$ cat src/rtl/bp_watch_pkg.sv
`default_nettype none
// ============================================================================
//  Module      : bp_watch_pkg
//  Description : Shared constants for the breakpoint/watchpoint unit:
//                register offsets, channel stride, access-kind encodings,
//                CTRL bit positions and the halt FSM state type.
//  Revision    : 1.0 - initial release
// ============================================================================
package bp_watch_pkg;

    // Word stride between consecutive channel register blocks
    localparam int c_chan_stride = 8;

    // Per-channel register offsets (low 3 bits of the word offset)
    localparam logic [2:0] c_reg_ctrl    = 3'd0;
    localparam logic [2:0] c_reg_cmp_lo  = 3'd1;
    localparam logic [2:0] c_reg_cmp_hi  = 3'd2;
    localparam logic [2:0] c_reg_mask_lo = 3'd3;
    localparam logic [2:0] c_reg_mask_hi = 3'd4;
    localparam logic [2:0] c_reg_pass    = 3'd5;
    localparam logic [2:0] c_reg_hits    = 3'd6;

    // Global register offsets, relative to the block after the last channel
    localparam logic [2:0] c_reg_status  = 3'd0;
    localparam logic [2:0] c_reg_vec_lo  = 3'd1;
    localparam logic [2:0] c_reg_vec_hi  = 3'd2;
    localparam logic [2:0] c_reg_gctrl   = 3'd3;

    // Monitored access kinds (2'b11 never matches)
    localparam logic [1:0] c_kind_fetch  = 2'b00;
    localparam logic [1:0] c_kind_read   = 2'b01;
    localparam logic [1:0] c_kind_write  = 2'b10;

    // CTRL bit positions
    localparam int c_ctrl_en    = 0;
    localparam int c_ctrl_fetch = 1;
    localparam int c_ctrl_read  = 2;
    localparam int c_ctrl_write = 3;

    typedef enum logic [0:0] {
        ST_IDLE = 1'b0,
        ST_HALT = 1'b1
    } bp_state_e;

endpackage
`default_nettype wire

$ cat src/rtl/bp_watch_unit_if.sv
`default_nettype none
// ============================================================================
//  Module      : bp_watch_unit_if
//  Description : Register-window bus, monitored access stream and halt
//                handshake of the breakpoint/watchpoint unit.
//  Revision    : 1.0 - initial release
// ============================================================================
interface bp_watch_unit_if;
    logic [31:0] bus_addr;
    logic [15:0] bus_wdata;
    logic        bus_we;
    logic        bus_re;
    logic        bus_sel;
    logic [15:0] bus_rdata;
    logic        bus_rvalid;
    logic [31:0] mon_addr;
    logic [1:0]  mon_kind;
    logic        mon_valid;
    logic        halt_req;
    logic        halt_ack;
    logic [3:0]  bp_id;
    logic [31:0] bp_vector;

    // CPU / control-unit side
    modport master (
        output bus_addr, bus_wdata, bus_we, bus_re,
        output mon_addr, mon_kind, mon_valid, halt_ack,
        input  bus_sel, bus_rdata, bus_rvalid,
        input  halt_req, bp_id, bp_vector
    );

    // Breakpoint unit side
    modport slave (
        input  bus_addr, bus_wdata, bus_we, bus_re,
        input  mon_addr, mon_kind, mon_valid, halt_ack,
        output bus_sel, bus_rdata, bus_rvalid,
        output halt_req, bp_id, bp_vector
    );
endinterface
`default_nettype wire

$ cat src/rtl/bp_watch_chan.sv
`default_nettype none
// ============================================================================
//  Module      : bp_watch_chan
//  Description : One comparator channel: CTRL/CMP/MASK/PASS/HITS registers,
//                masked address comparator and saturating pass counter.
//  Revision    : 1.0 - initial release
// ============================================================================
module bp_watch_chan
    import bp_watch_pkg::*;
#(
    parameter int CNT_W = 16
) (
    input  logic              clk,
    input  logic              rst,
    input  logic              i_g_en,
    input  logic              i_wr_en,
    input  logic [2:0]        i_wr_off,
    input  logic [15:0]       i_wdata,
    input  logic [2:0]        i_rd_off,
    output logic [15:0]       o_rd_data,
    input  logic              i_mon_valid,
    input  logic [31:0]       i_mon_addr,
    input  logic [1:0]        i_mon_kind,
    output logic              o_fire
);

    logic [3:0]       ctrl_q, ctrl_d;
    logic [31:0]      cmp_q, cmp_d;
    logic [31:0]      mask_q, mask_d;
    logic [CNT_W-1:0] pass_q, pass_d;
    logic [CNT_W-1:0] hits_q, hits_d;

    logic             w_kind_ok;
    logic             w_match;
    logic [CNT_W:0]   w_hits_inc;
    logic [CNT_W:0]   w_pass_eff;

    // Access-kind qualification against the CTRL enables
    always_comb begin
        w_kind_ok = 1'b0;
        case (i_mon_kind)
            c_kind_fetch: w_kind_ok = ctrl_q[c_ctrl_fetch];
            c_kind_read:  w_kind_ok = ctrl_q[c_ctrl_read];
            c_kind_write: w_kind_ok = ctrl_q[c_ctrl_write];
            default:      w_kind_ok = 1'b0;
        endcase
    end

    assign w_match = i_mon_valid & i_g_en & ctrl_q[c_ctrl_en] & w_kind_ok &
                     (((i_mon_addr ^ cmp_q) & mask_q) == 32'h0);

    // Extra bit keeps the +1 from wrapping; PASS of 0 behaves as 1
    assign w_hits_inc = {1'b0, hits_q} + (CNT_W+1)'(1);
    assign w_pass_eff = (pass_q == '0) ? (CNT_W+1)'(1) : {1'b0, pass_q};
    assign o_fire     = w_match & (w_hits_inc >= w_pass_eff);

    // Register writes and hit counting; HITS is not bus-writable
    always_comb begin
        ctrl_d = ctrl_q;
        cmp_d  = cmp_q;
        mask_d = mask_q;
        pass_d = pass_q;
        hits_d = hits_q;
        if (i_wr_en) begin
            case (i_wr_off)
                c_reg_ctrl:    ctrl_d         = i_wdata[3:0];
                c_reg_cmp_lo:  cmp_d[15:0]    = i_wdata;
                c_reg_cmp_hi:  cmp_d[31:16]   = i_wdata;
                c_reg_mask_lo: mask_d[15:0]   = i_wdata;
                c_reg_mask_hi: mask_d[31:16]  = i_wdata;
                c_reg_pass:    pass_d         = i_wdata[CNT_W-1:0];
                default:       ;
            endcase
        end
        if (o_fire) begin
            hits_d = '0;
        end else if (w_match && (hits_q != '1)) begin
            hits_d = w_hits_inc[CNT_W-1:0];
        end
    end

    // Channel register file
    always_ff @(posedge clk) begin
        if (!rst) begin
            ctrl_q <= '0;
            cmp_q  <= '0;
            mask_q <= '0;
            pass_q <= (CNT_W)'(1);
            hits_q <= '0;
        end else begin
            ctrl_q <= ctrl_d;
            cmp_q  <= cmp_d;
            mask_q <= mask_d;
            pass_q <= pass_d;
            hits_q <= hits_d;
        end
    end

    // Read-back of the addressed channel register
    always_comb begin
        o_rd_data = 16'h0000;
        case (i_rd_off)
            c_reg_ctrl:    o_rd_data = {12'h000, ctrl_q};
            c_reg_cmp_lo:  o_rd_data = cmp_q[15:0];
            c_reg_cmp_hi:  o_rd_data = cmp_q[31:16];
            c_reg_mask_lo: o_rd_data = mask_q[15:0];
            c_reg_mask_hi: o_rd_data = mask_q[31:16];
            c_reg_pass:    o_rd_data = 16'(pass_q);
            c_reg_hits:    o_rd_data = 16'(hits_q);
            default:       o_rd_data = 16'h0000;
        endcase
    end

endmodule
`default_nettype wire

$ cat src/rtl/bp_watch_unit.sv
`default_nettype none
// ============================================================================
//  Module      : bp_watch_unit
//  Description : N-channel breakpoint/watchpoint unit. Channel comparators,
//                global STATUS/VEC/GCTRL registers, lowest-index priority
//                encoder, halt request FSM and registered bus read mux.
//  Revision    : 1.0 - initial release
// ============================================================================
module bp_watch_unit
    import bp_watch_pkg::*;
#(
    parameter int          CHANNELS  = 4,
    parameter logic [31:0] BASE_ADDR = 32'hFFFFF000,
    parameter int          CNT_W     = 16,
    parameter logic [31:0] RESET_VEC = 32'h00000000
) (
    input  logic           clk,
    input  logic           rst,
    bp_watch_unit_if.slave bus
);

    // Block index of the global registers and last implemented word offset
    localparam logic [4:0] c_glb_idx  = 5'(CHANNELS);
    localparam logic [7:0] c_win_last = 8'(c_chan_stride * CHANNELS + 3);

    logic                w_in_win;
    logic [4:0]          w_idx;
    logic [2:0]          w_k;
    logic                w_glb_wr;
    logic [CHANNELS-1:0] w_fire;
    logic [15:0]         w_chan_rdata [CHANNELS];
    logic [3:0]          w_lowest;

    logic [CHANNELS-1:0] status_q, status_d;
    logic [31:0]         vec_q, vec_d;
    logic                gctrl_q, gctrl_d;
    bp_state_e           state_q, state_d;
    logic [3:0]          bp_id_q, bp_id_d;
    logic [31:0]         bp_vector_q, bp_vector_d;
    logic [15:0]         rdata_q, rdata_d;
    logic                rvalid_q, rvalid_d;

    // Window is 256-word aligned, so the upper address bits identify it
    assign w_in_win = (bus.bus_addr[31:8] == BASE_ADDR[31:8]) &&
                      (bus.bus_addr[7:0] <= c_win_last);
    assign w_idx    = bus.bus_addr[7:3];
    assign w_k      = bus.bus_addr[2:0];
    assign w_glb_wr = bus.bus_we && w_in_win && (w_idx == c_glb_idx);

    assign bus.bus_sel    = w_in_win;
    assign bus.bus_rdata  = rdata_q;
    assign bus.bus_rvalid = rvalid_q;
    assign bus.halt_req   = (state_q == ST_HALT);
    assign bus.bp_id      = bp_id_q;
    assign bus.bp_vector  = bp_vector_q;

    generate
        for (genvar c = 0; c < CHANNELS; c++) begin : g_chan
            bp_watch_chan #(
                .CNT_W       (CNT_W)
            ) u_chan (
                .clk         (clk),
                .rst         (rst),
                .i_g_en      (gctrl_q),
                .i_wr_en     (bus.bus_we && w_in_win && (w_idx == 5'(c))),
                .i_wr_off    (w_k),
                .i_wdata     (bus.bus_wdata),
                .i_rd_off    (w_k),
                .o_rd_data   (w_chan_rdata[c]),
                .i_mon_valid (bus.mon_valid),
                .i_mon_addr  (bus.mon_addr),
                .i_mon_kind  (bus.mon_kind),
                .o_fire      (w_fire[c])
            );
        end
    endgenerate

    // Lowest firing channel wins the bp_id slot
    always_comb begin
        w_lowest = 4'h0;
        for (int c = CHANNELS - 1; c >= 0; c--) begin
            if (w_fire[c]) w_lowest = 4'(c);
        end
    end

    // Global registers; a fire on a STATUS bit overrides a same-cycle clear
    always_comb begin
        status_d = status_q;
        vec_d    = vec_q;
        gctrl_d  = gctrl_q;
        if (w_glb_wr) begin
            case (w_k)
                c_reg_status: status_d      = status_q & ~bus.bus_wdata[CHANNELS-1:0];
                c_reg_vec_lo: vec_d[15:0]   = bus.bus_wdata;
                c_reg_vec_hi: vec_d[31:16]  = bus.bus_wdata;
                c_reg_gctrl:  gctrl_d       = bus.bus_wdata[0];
                default:      ;
            endcase
        end
        status_d = status_d | w_fire;
    end

    // Halt FSM: capture id/vector on entry, hold until acknowledged
    always_comb begin
        state_d     = state_q;
        bp_id_d     = bp_id_q;
        bp_vector_d = bp_vector_q;
        case (state_q)
            ST_IDLE: begin
                if (|w_fire) begin
                    state_d     = ST_HALT;
                    bp_id_d     = w_lowest;
                    bp_vector_d = vec_q;
                end
            end
            ST_HALT: begin
                if (bus.halt_ack) state_d = ST_IDLE;
            end
            default: state_d = ST_IDLE;
        endcase
    end

    // Read mux; data holds between reads, valid pulses for one cycle
    always_comb begin
        rdata_d  = rdata_q;
        rvalid_d = 1'b0;
        if (bus.bus_re && w_in_win) begin
            rvalid_d = 1'b1;
            rdata_d  = 16'h0000;
            if (w_idx == c_glb_idx) begin
                case (w_k)
                    c_reg_status: rdata_d = 16'(status_q);
                    c_reg_vec_lo: rdata_d = vec_q[15:0];
                    c_reg_vec_hi: rdata_d = vec_q[31:16];
                    c_reg_gctrl:  rdata_d = {15'h0000, gctrl_q};
                    default:      rdata_d = 16'h0000;
                endcase
            end else begin
                for (int c = 0; c < CHANNELS; c++) begin
                    if (w_idx == 5'(c)) rdata_d = w_chan_rdata[c];
                end
            end
        end
    end

    // Top-level state registers
    always_ff @(posedge clk) begin
        if (!rst) begin
            status_q    <= '0;
            vec_q       <= RESET_VEC;
            gctrl_q     <= 1'b1;
            state_q     <= ST_IDLE;
            bp_id_q     <= 4'h0;
            bp_vector_q <= RESET_VEC;
            rdata_q     <= 16'h0000;
            rvalid_q    <= 1'b0;
        end else begin
            status_q    <= status_d;
            vec_q       <= vec_d;
            gctrl_q     <= gctrl_d;
            state_q     <= state_d;
            bp_id_q     <= bp_id_d;
            bp_vector_q <= bp_vector_d;
            rdata_q     <= rdata_d;
            rvalid_q    <= rvalid_d;
        end
    end

endmodule
`default_nettype wire
$ cat src/flat_wrapper.sv
// flat-port wrapper written by rule: the top's interface ports become plain ports
module bp_watch_unit_flat import bp_watch_pkg::*;
#(
    parameter int          CHANNELS  = 4,
    parameter logic [31:0] BASE_ADDR = 32'hFFFFF000,
    parameter int          CNT_W     = 16,
    parameter logic [31:0] RESET_VEC = 32'h00000000
)
  (clk, rst, bus_bus_addr, bus_bus_wdata, bus_bus_we, bus_bus_re, bus_mon_addr, bus_mon_kind, bus_mon_valid, bus_halt_ack, bus_bus_sel, bus_bus_rdata, bus_bus_rvalid, bus_halt_req, bus_bp_id, bus_bp_vector);
  bp_watch_unit_if bus_i ();
  input  logic clk;
  input  logic rst;
  input wire logic [$bits(bus_i.bus_addr)-1:0] bus_bus_addr;
  input wire logic [$bits(bus_i.bus_wdata)-1:0] bus_bus_wdata;
  input wire logic [$bits(bus_i.bus_we)-1:0] bus_bus_we;
  input wire logic [$bits(bus_i.bus_re)-1:0] bus_bus_re;
  input wire logic [$bits(bus_i.mon_addr)-1:0] bus_mon_addr;
  input wire logic [$bits(bus_i.mon_kind)-1:0] bus_mon_kind;
  input wire logic [$bits(bus_i.mon_valid)-1:0] bus_mon_valid;
  input wire logic [$bits(bus_i.halt_ack)-1:0] bus_halt_ack;
  output wire logic [$bits(bus_i.bus_sel)-1:0] bus_bus_sel;
  output wire logic [$bits(bus_i.bus_rdata)-1:0] bus_bus_rdata;
  output wire logic [$bits(bus_i.bus_rvalid)-1:0] bus_bus_rvalid;
  output wire logic [$bits(bus_i.halt_req)-1:0] bus_halt_req;
  output wire logic [$bits(bus_i.bp_id)-1:0] bus_bp_id;
  output wire logic [$bits(bus_i.bp_vector)-1:0] bus_bp_vector;
  assign bus_i.bus_addr = bus_bus_addr;
  assign bus_i.bus_wdata = bus_bus_wdata;
  assign bus_i.bus_we = bus_bus_we;
  assign bus_i.bus_re = bus_bus_re;
  assign bus_i.mon_addr = bus_mon_addr;
  assign bus_i.mon_kind = bus_mon_kind;
  assign bus_i.mon_valid = bus_mon_valid;
  assign bus_i.halt_ack = bus_halt_ack;
  assign bus_bus_sel = bus_i.bus_sel;
  assign bus_bus_rdata = bus_i.bus_rdata;
  assign bus_bus_rvalid = bus_i.bus_rvalid;
  assign bus_halt_req = bus_i.halt_req;
  assign bus_bp_id = bus_i.bp_id;
  assign bus_bp_vector = bus_i.bp_vector;
  bp_watch_unit #(.CHANNELS(CHANNELS), .BASE_ADDR(BASE_ADDR), .CNT_W(CNT_W), .RESET_VEC(RESET_VEC)) u_core (.clk(clk), .rst(rst), .bus(bus_i));
endmodule
$ cat config.mk
export PLATFORM = sky130hd
export DESIGN_NAME = bp_watch_unit_flat
export DESIGN_NICKNAME = d
export VERILOG_FILES = /design/src/rtl/bp_watch_pkg.sv /design/src/rtl/bp_watch_unit_if.sv /design/src/rtl/bp_watch_chan.sv /design/src/rtl/bp_watch_unit.sv /design/src/flat_wrapper.sv
export SDC_FILE = /design/constraint.sdc
export NUM_CORES = 1
export LEC_CHECK = 0
export BUFFER_PORTS_ARGS = -buffer_cell sky130_fd_sc_hd__buf_2
export CORE_ASPECT_RATIO = 1.4
export CORE_MARGIN = 4
export CORE_UTILIZATION = 40
export CTS_BUF_LIST = sky130_fd_sc_hd__clkbuf_8
export DETAILED_ROUTE_END_ITERATION = 8
export PLACE_DENSITY_LB_ADDON = 0.2
export SYNTH_ARGS = -nofsm -noshare
export SYNTH_HDL_FRONTEND = slang
export SYNTH_SLANG_ARGS = --single-unit
$ cat constraint.sdc
create_clock -name clk -period 4.49 [get_ports clk]
set_input_delay 0.449 -clock clk [delete_from_list [all_inputs] [get_ports clk]]
set_output_delay 0.449 -clock clk [all_outputs]
set_load 0.1 [all_outputs]
==> results of run 1 <==
## kinds of logic after synthesis
logic type	Yosys count	share of synthesized area
flip-flops	489	0.3852
adder cells (fa/ha/maj)	68	0.03348
other	1	0.0001475
XOR/XNOR	218	0.07512
buffers and inverters	321	0.04992
AO/OA/AOI/OAI	928	0.2231
multiplexers	47	0.02132
AND/OR/NAND/NOR	1241	0.2117
## worst min path at each step
| stage | start | to | cells past startpoint |
|---|---|---|---|
| 2_1_floorplan | u_core.status_q[2]$_SDFF_PN0_ | u_core.status_q[2]$_SDFF_PN0_ | 2 |
| 3_3_place_gp | u_core.bus.bus_rdata[13]$_SDFFE_PN0P_ | u_core.bus.bus_rdata[13]$_SDFFE_PN0P_ | 2 |
| 3_5_place_dp | u_core.bus.bus_rdata[6]$_SDFFE_PN0P_ | u_core.bus.bus_rdata[6]$_SDFFE_PN0P_ | 2 |
| 4_1_cts | bus_bus_re | u_core.bus.bus_rvalid$_SDFF_PN0_ | 3 |
| 5_1_grt | rst | u_core.g_chan[1].u_chan.pass_q[0]$_SDFFE_PN1P_ | 2 |
| 6_report | bus_bus_re | u_core.bus.bus_rvalid$_SDFF_PN0_ | 3 |
## cells in the mapped netlist (all sizes together), types with 18 or more instances
master  number
or3         24
nand3       60
a21oi      465
mux2i       26
xnor2       49
a211oi      19
nand4       34
a31oi       41
nor4        26
nor3        35
a22o        18
nand2      804
buf         34
inv         77
a221oi      19
dfxtp      489
nand3b      33
a22oi      196
xor2       169
clkbuf     210
ha          68
o21ai       90
nor2       154
## power breakdown
part           leakage, nW  total, mW   switching, mW  internal [mW]
Clock                0.938       4.07            1.97           2.10
Sequential            3.94       4.34  0.000000000991           4.34
Combinational         5.26      0.560           0.455          0.106
Total                 10.1       8.96            2.42           6.54
## cells in the final DEF, fill, tap and decap left out, types with 17 or more instances in the layout
master    synthesis  final
a31oi_1          41     41
nor4_1           25     24
ha_1             68     68
a22oi_1         196    196
mux2_2           17     17
a211oi_1         19     19
nand3b_1         33     33
o21ai_0          87     87
clkbuf_8          0    105
dfxtp_1         489    488
mux2i_1          26     26
inv_1            77    100
a22o_1           18     18
nand4_1          34     34
xnor2_1          49     49
nand2_1         804    804
a21oi_1         465    465
nor3_1           32     32
nor2_1          154    153
or3_1            24     24
a221oi_1         18     18
xor2_1          169    169
nand3_1          59     59
buf_2            14    140
buf_4             2     76
## timing repair
item	in CTS	in global routing
resized for setup	0	2
endpoints found under the setup margin	0	33
hold buffers	1	0
endpoints found under the hold margin	1	0
## worst register-to-register path, cell delays in order, from the launching register on
cell and delay, ps:
dfxtp_1 420, ha_1 240, nand3_1 250, nor4_1 710
nand3_1 230, xnor2_1 180, ha_1 310, a21o_1 160
a21oi_1 130, o21a_1 160, a211o_1 320, o2111ai_4 520
nand3b_1 300, a21oi_1 80
## state kept, by name (all words and copies together) (netlist names), 2 cells and up
name / cells
u_core.g_chan.u_chan.hits_q: 64
u_core.g_chan.u_chan.pass_q: 64
u_core.vec_q: 32
u_core.bus.bp_vector: 32
u_core.bus.bp_id: 2
u_core.g_chan.u_chan.ctrl_q: 16
u_core.g_chan.u_chan.mask_q: 128
u_core.g_chan.u_chan.cmp_q: 128
u_core.status_q: 4
u_core.bus.bus_rdata: 16
## per-layer routing
layer | global-route usage | wire length, um
met2 | 0.5209 | 51470
met5 | 0 | 17
met1 | 0.3804 | 42400
met4 | 0.2224 | 9480
met3 | 0.07977 | 11300
## cell type report
class | count | area [um2]
fillers | 6419 | 34390
multi-input cells | 2504 | 14420
flip-flops and latches | 489 | 9791
clock buffers | 105 | 1445
repair buffers | 225 | 1433
well taps | 832 | 1041
inverters | 77 | 296.5
clock inverters | 39 | 187.7
diodes | 2 | 5.005
## stage by stage
step | utilization | worst slack, ps
after floorplan | - | 521.4
final | 0.4541 | 362.7
after global routing | 0.4541 | 2.242
after detailed placement | 0.4278 | 332.0
after global placement | 0.4278 | 434.9
after CTS | 0.4539 | 297.3
==> metrics, run 1 <==
DR WL/cell 26.83 um; r2r startpoint u_core.g_chan[0].u_chan.hits_q[0]$_SDFFE_PP0P_; Cell Area, Synth 25420 um2; die footprint 67690 um2; RSZ-0062 raised after global routing false; non-filler cells in the finished layout 4273; max-cap violation count 0; first-pass GRT wire length approximately 170000 um; die outline width approximately 220 um; Slew headroom 0.1637; post-synthesis async set-or-reset flop share 0; leak pwr between 10 and 15 nW; worst setup path startpoint u_core.g_chan[0].u_chan.hits_q[0]$_SDFFE_PP0P_; Min Clock Period, post-route 4127 ps; Setup-failing EPs final 0; sequence of cells on the critical path ha_1 -> nand3_1 -> nor4_1 -> nand3_1 -> xnor2_1 -> ha_1 -> a21o_1 -> a21oi_1 -> o21a_1 -> a211o_1 -> o2111ai_4 -> nand3b_1 -> a21oi_1; Routed WL around 110000 um; Synth Instances roughly 3300; power density cells 313.3 nW/um2; Worst Hold Class input pin to flip-flop; RePlAce Congestion 0.9870; drt pass-1 iters 7; cell area after layout 28610 um2; post-synth top area share 0.3852; maximum clock rate approximately 240 MHz; Ports around 140; Via density slightly above 6; Longest Clk Path Bufs 3; skew final about 25 ps; status complete, no violations; flop2flop setup slack 360 ps; Vert. Die Dim slightly above 300 um; # placed instances 4126; Placed Area 26960 um2; pin count of the biggest net entering global routing 109; num rows roughly 110; initial antenna violation count 4; critical path type flip-flop to flip-flop; Syn Area/Cell 7.671 um2; Worst-Margin Slew ~1200 ps; Critical Path AT roughly 4700 ps; Layout Nets roughly 3500; Final Hold Fails 0; Top delay family on crit path simple AND/OR/NAND/NOR gates; Core Area ~63000 um2; clock sinks around 490; Antenna Nets Post-Route 0; Total GRT Usage 0.3234; Cell variety after synth 76; slowest CP cell nor4_1; Clk Tree Root Cell clkbuf_8; vias in the first global route ~25000; H-tree depth 3; routed vias ~26000; Worst Reg2Reg Path Length in Cells 13; Num CTS Buffers 79; EDFF count, synth 0; max-slew violations 0; Setup crit start kind flip-flop; CP endpoint kind flip-flop; CP peak stage delay a little over 700 ps; Worst-path clk slew 60 ps; CP max FO 32; Pwr Total 8.965 mW; top post-synthesis cells by area dfxtp_1 (39%), nand2_1 (12%), a21oi_1 (9.2%), xor2_1 (5.8%), a22oi_1 (5.8%); 1st-iter DRT viols 3294; Starting Density 0.4034; Bufs and invs on worst path 0; Post-DP HPWL slightly below 80000 um; Primary FF master, synth dfxtp_1; yosys warns 0; layout cell share with drive strength beyond 1 0.1160; Critical Path RT 5050 ps; largest area contributor in the netlist dfxtp_1; Skew-Pair Late Insertion Delay 700 ps; WP depth 13; GRT overflow 0; TritonCTS clock tree done; final worst-path cycle share 0.9192; flops & latches, synth about 490; sequential-to-total area share from yosys stat 0.3852; Area Overhead vs Synth 12.59%; reg-to-reg endpoint u_core.bus.bp_vector[0]$_SDFFE_PN0P_; Residual DRC 0; IO buf count between 100 and 150; final hold slack roughly 170 ps; Final TNS setup 0 ps; Max VDD drop 0.0001625 V; Post-CTS Setup Bufs 0; CP endpoint u_core.bus.bp_vector[0]$_SDFFE_PN0P_
(Power assumes the default switching activity.)
==> run 2, diff against run 1 <==
--- a/config.mk
+++ b/config.mk
@@ -14,4 +14,5 @@
 export PLACE_DENSITY_LB_ADDON = 0.2
 export SYNTH_ARGS = -nofsm -noshare
 export SYNTH_HDL_FRONTEND = slang
+export SYNTH_HIERARCHICAL = 1
 export SYNTH_SLANG_ARGS = --single-unit
==> run 2 against run 1 <==
Against the previous run:
- setup slack worse by 98 ps
- combinational power is 16% higher
- count of clock-buffer cells in the layout grew 8
- global-route usage fell by 4.6 points
- non-clock buffer count is 16 lower
- core utilization down 0.067 points
- synthesized cell count rose by 2.6%
- clock power up 6.1%
==> metrics, run 2 <==
status complete, no violations; H-tree depth 3; Final Hold Fails 0; RePlAce Congestion 0.9593; initial antenna violation count 4; Post-DP HPWL around 75000 um; DR WL/cell between 20 and 25 um; Routed WL roughly 110000 um; Layout Nets around 3600; maximum clock rate between 200 and 250 MHz; flops & latches, synth between 400 and 500; Setup crit start kind flip-flop; Primary FF master, synth dfxtp_1; Ports roughly 140; highest-count cells in the layout ignoring fill and taps nand2_1 (844), dfxtp_1 (489), a21oi_1 (231); Core Area about 70000 um2; CP endpoint kind flip-flop; Min Clock Period, post-route between 4000 and 5000 ps; Starting Density 0.4047; Longest Clk Path Bufs 3; layout cell share with drive strength beyond 1 0.1271; Clk Tree Root Cell clkbuf_8; largest area contributor in the netlist dfxtp_1; r2r startpoint u_core/g_chan[3].u_chan/hits_q[0]$_SDFFE_PP0P_; Cell variety after synth 86; Antenna Nets Post-Route 0; clock sinks roughly 490; 1st-iter DRT viols 2438; Sw Ratio 0.2633; Residual DRC 0; P_sw 2.451 mW; post-synthesis async set-or-reset flop share 0; drt pass-1 iters 6; max-cap violation count 0; critical path type flip-flop to flip-flop; Post-CTS Setup Bufs 0; Synth Instances 3400; Critical Path RT between 5000 and 6000 ps; Syn Area/Cell between 8 and 9 um2; die footprint 73130 um2; Post-synth top cells nand2_1 (844), dfxtp_1 (489), a21oi_1 (232), a21boi_0 (201), clkbuf_1 (175); TritonCTS clock tree done; CP max FO 32; leak pwr 11.73 nW; Critical Path AT between 4000 and 5000 ps; power density cells 301.8 nW/um2; Via density between 5 and 6; most common cell in the netlist nand2_1; num rows 113; die outline width between 200 and 250 um; final core occ 0.4535; Num CTS Buffers just over 80; Clk pwr share 0.464; final worst-path cycle share 0.9410; Slew headroom 0.3261; Setup-failing EPs final 0; vias in the first global route ~24000; Worst-path clk slew ~60 ps; worst setup path startpoint u_core/g_chan[3].u_chan/hits_q[0]$_SDFFE_PP0P_; Worst Hold Class input pin to flip-flop; internal power 6.857 mW; reg-to-reg endpoint u_core/bus.bp_vector[23]$_SDFFE_PN0P_; Area Overhead vs Synth 12.04%; RSZ-0062 raised after global routing false; max-slew violations 0; skew final 38.81 ps; CP endpoint u_core/bus.bp_vector[23]$_SDFFE_PN0P_; yosys warns 6; sequential-to-total area share from yosys stat 0.3557; Worst-Margin Slew slightly above 1000 ps; top post-synthesis cells by area dfxtp_1 (36%), nand2_1 (12%), a21boi_0 (5.5%), xor2_1 (4.9%), mux2i_1 (4.8%); post-synth top area share 0.3557; Worst Reg2Reg Path Length in Cells 18; Skew-Pair Late Insertion Delay slightly above 700 ps; Final TNS setup 0 ps; Vert. Die Dim between 300 and 400 um; Flop pwr share 0.466; Total GRT Usage 0.2771; first-pass GRT wire length between 150000 and 200000 um; pin count of the biggest net entering global routing around 190; Top Registers u_core/g_chan.u_chan/cmp_q (128), u_core/g_chan.u_chan/mask_q (128); GRT overflow 0; routed vias between 20000 and 30000; IO buf count between 100 and 150; EDFF count, synth 0; Cell Area, Synth about 28000 um2; Logic pwr share 0.070; flop2flop setup slack 260 ps; most common cell after layout, fill and taps aside nand2_1; Max VDD drop 0.0001564 V
## run 2: cell types whose count changed after synthesis, sizes merged, moves of 26 or more
cell / previous run / this run
a221oi: 19 / 45
o21ai: 90 / 59
nand2: 804 / 845
clkbuf: 210 / 175
a22oi: 196 / 67
a21oi: 465 / 235
nor2: 154 / 109
a21boi: 1 / 259
mux2: 17 / 51
nand3b: 33 / 4
nor2b: 10 / 44
mux2i: 26 / 131
## run 2: per-stage QoR
| step | power [mW] | hold WS, ps | cell area, um2 | cells | worst slack, ps |
|---|---|---|---|---|---|
| after floorplan | 4.729 | 442.0 | 27530 | 3401 | 490.3 |
| after global placement | 5.066 | 443.7 | 29050 | 4306 | 438.4 |
| after detailed placement | 5.063 | 445.7 | 29050 | 4306 | 330.1 |
| after CTS | 9.364 | 99.10 | 30830 | 4454 | 318.7 |
| after global routing | 9.576 | 140.4 | 30840 | 4455 | 9.635 |
| final | 9.308 | 131.2 | 30840 | 4456 | 265.0 |
## run 2: cell families after synthesis
family          synth area share
mux                      0.08078
simple gates              0.2120
fa+ha+maj                0.03091
flops                     0.3557
other cells            0.0001362
compound gates            0.2166
buf+inv                  0.04537
xor+xnor                 0.05855
## run 2: routing by layer
| metal | GRT usage | vias up | share of wire |
|---|---|---|---|
| met1 | 0.3370 | 12190 | 0.39 |
| li1 | - | 12090 | - |
| met3 | 0.04984 | 317 | 0.074 |
| met2 | 0.4584 | 1114 | 0.47 |
| met5 | 0 | - | 0.00016 |
| met4 | 0.1627 | 2 | 0.068 |
## run 2: power by group through the flow
| stage | Combinational [mW] | Clock (mW) | Sequential (mW) |
|---|---|---|---|
| after floorplan | 0.295 | 0 | 4.43 |
| after global placement | 0.631 | 0 | 4.43 |
| after detailed placement | 0.629 | 0 | 4.43 |
| after CTS | 0.631 | 4.39 | 4.34 |
| after global routing | 0.663 | 4.58 | 4.34 |
| final | 0.648 | 4.32 | 4.34 |
## run 2: worst min path at each step
stage	start	cells after the start	slack (ps)	endpoint
after floorplan	u_core/vec_q[16]$_SDFFE_PN0P_	2	440	u_core/bus.bp_vector[16]$_SDFFE_PN0P_
after global placement	u_core/bus.bp_vector[17]$_SDFFE_PN0P_	2	440	u_core/bus.bp_vector[17]$_SDFFE_PN0P_
after detailed placement	u_core/bus.bp_vector[23]$_SDFFE_PN0P_	2	450	u_core/bus.bp_vector[23]$_SDFFE_PN0P_
after CTS	bus_bus_re	3	100	u_core/bus.bus_rvalid$_SDFF_PN0_
after global routing	rst	2	140	u_core/g_chan[0].u_chan/pass_q[0]$_SDFFE_PN1P_
final	rst	2	130	u_core/g_chan[0].u_chan/pass_q[0]$_SDFFE_PN1P_
## run 2: final cells by class
| class | count | area, um2 |
|---|---|---|
| diodes | 2 | 5.005 |
| clock buffers | 113 | 1555 |
| clock inverters | 34 | 210.2 |
| fillers | 6800 | 37170 |
| inverters | 81 | 304.0 |
| multi-input cells | 2608 | 16530 |
| flip-flops and latches | 489 | 9789 |
| well taps | 920 | 1151 |
| repair buffers | 209 | 1296 |
## run 2: timing repair
action,CTS,global route
hold buffers,1,0
setup endpoints to repair,0,3
resized for setup,0,1
endpoints found under the hold margin,1,0
## run 2: worst max-delay path, stage by stage (launching register included)
cell and delay [ps]:
dfxtp_1 420, ha_1 290, nand3_2 170, nor2_1 160, and3_1 250, nand3_1 120
xnor2_1 160, ha_1 300, and4_1 200, or4b_1 490, o211ai_4 280, or2_1 190
nor2b_1 190, buf_4 220, nor2_1 90, a21oi_2 190, buf_12 200, nand2_1 80
a21oi_1 120
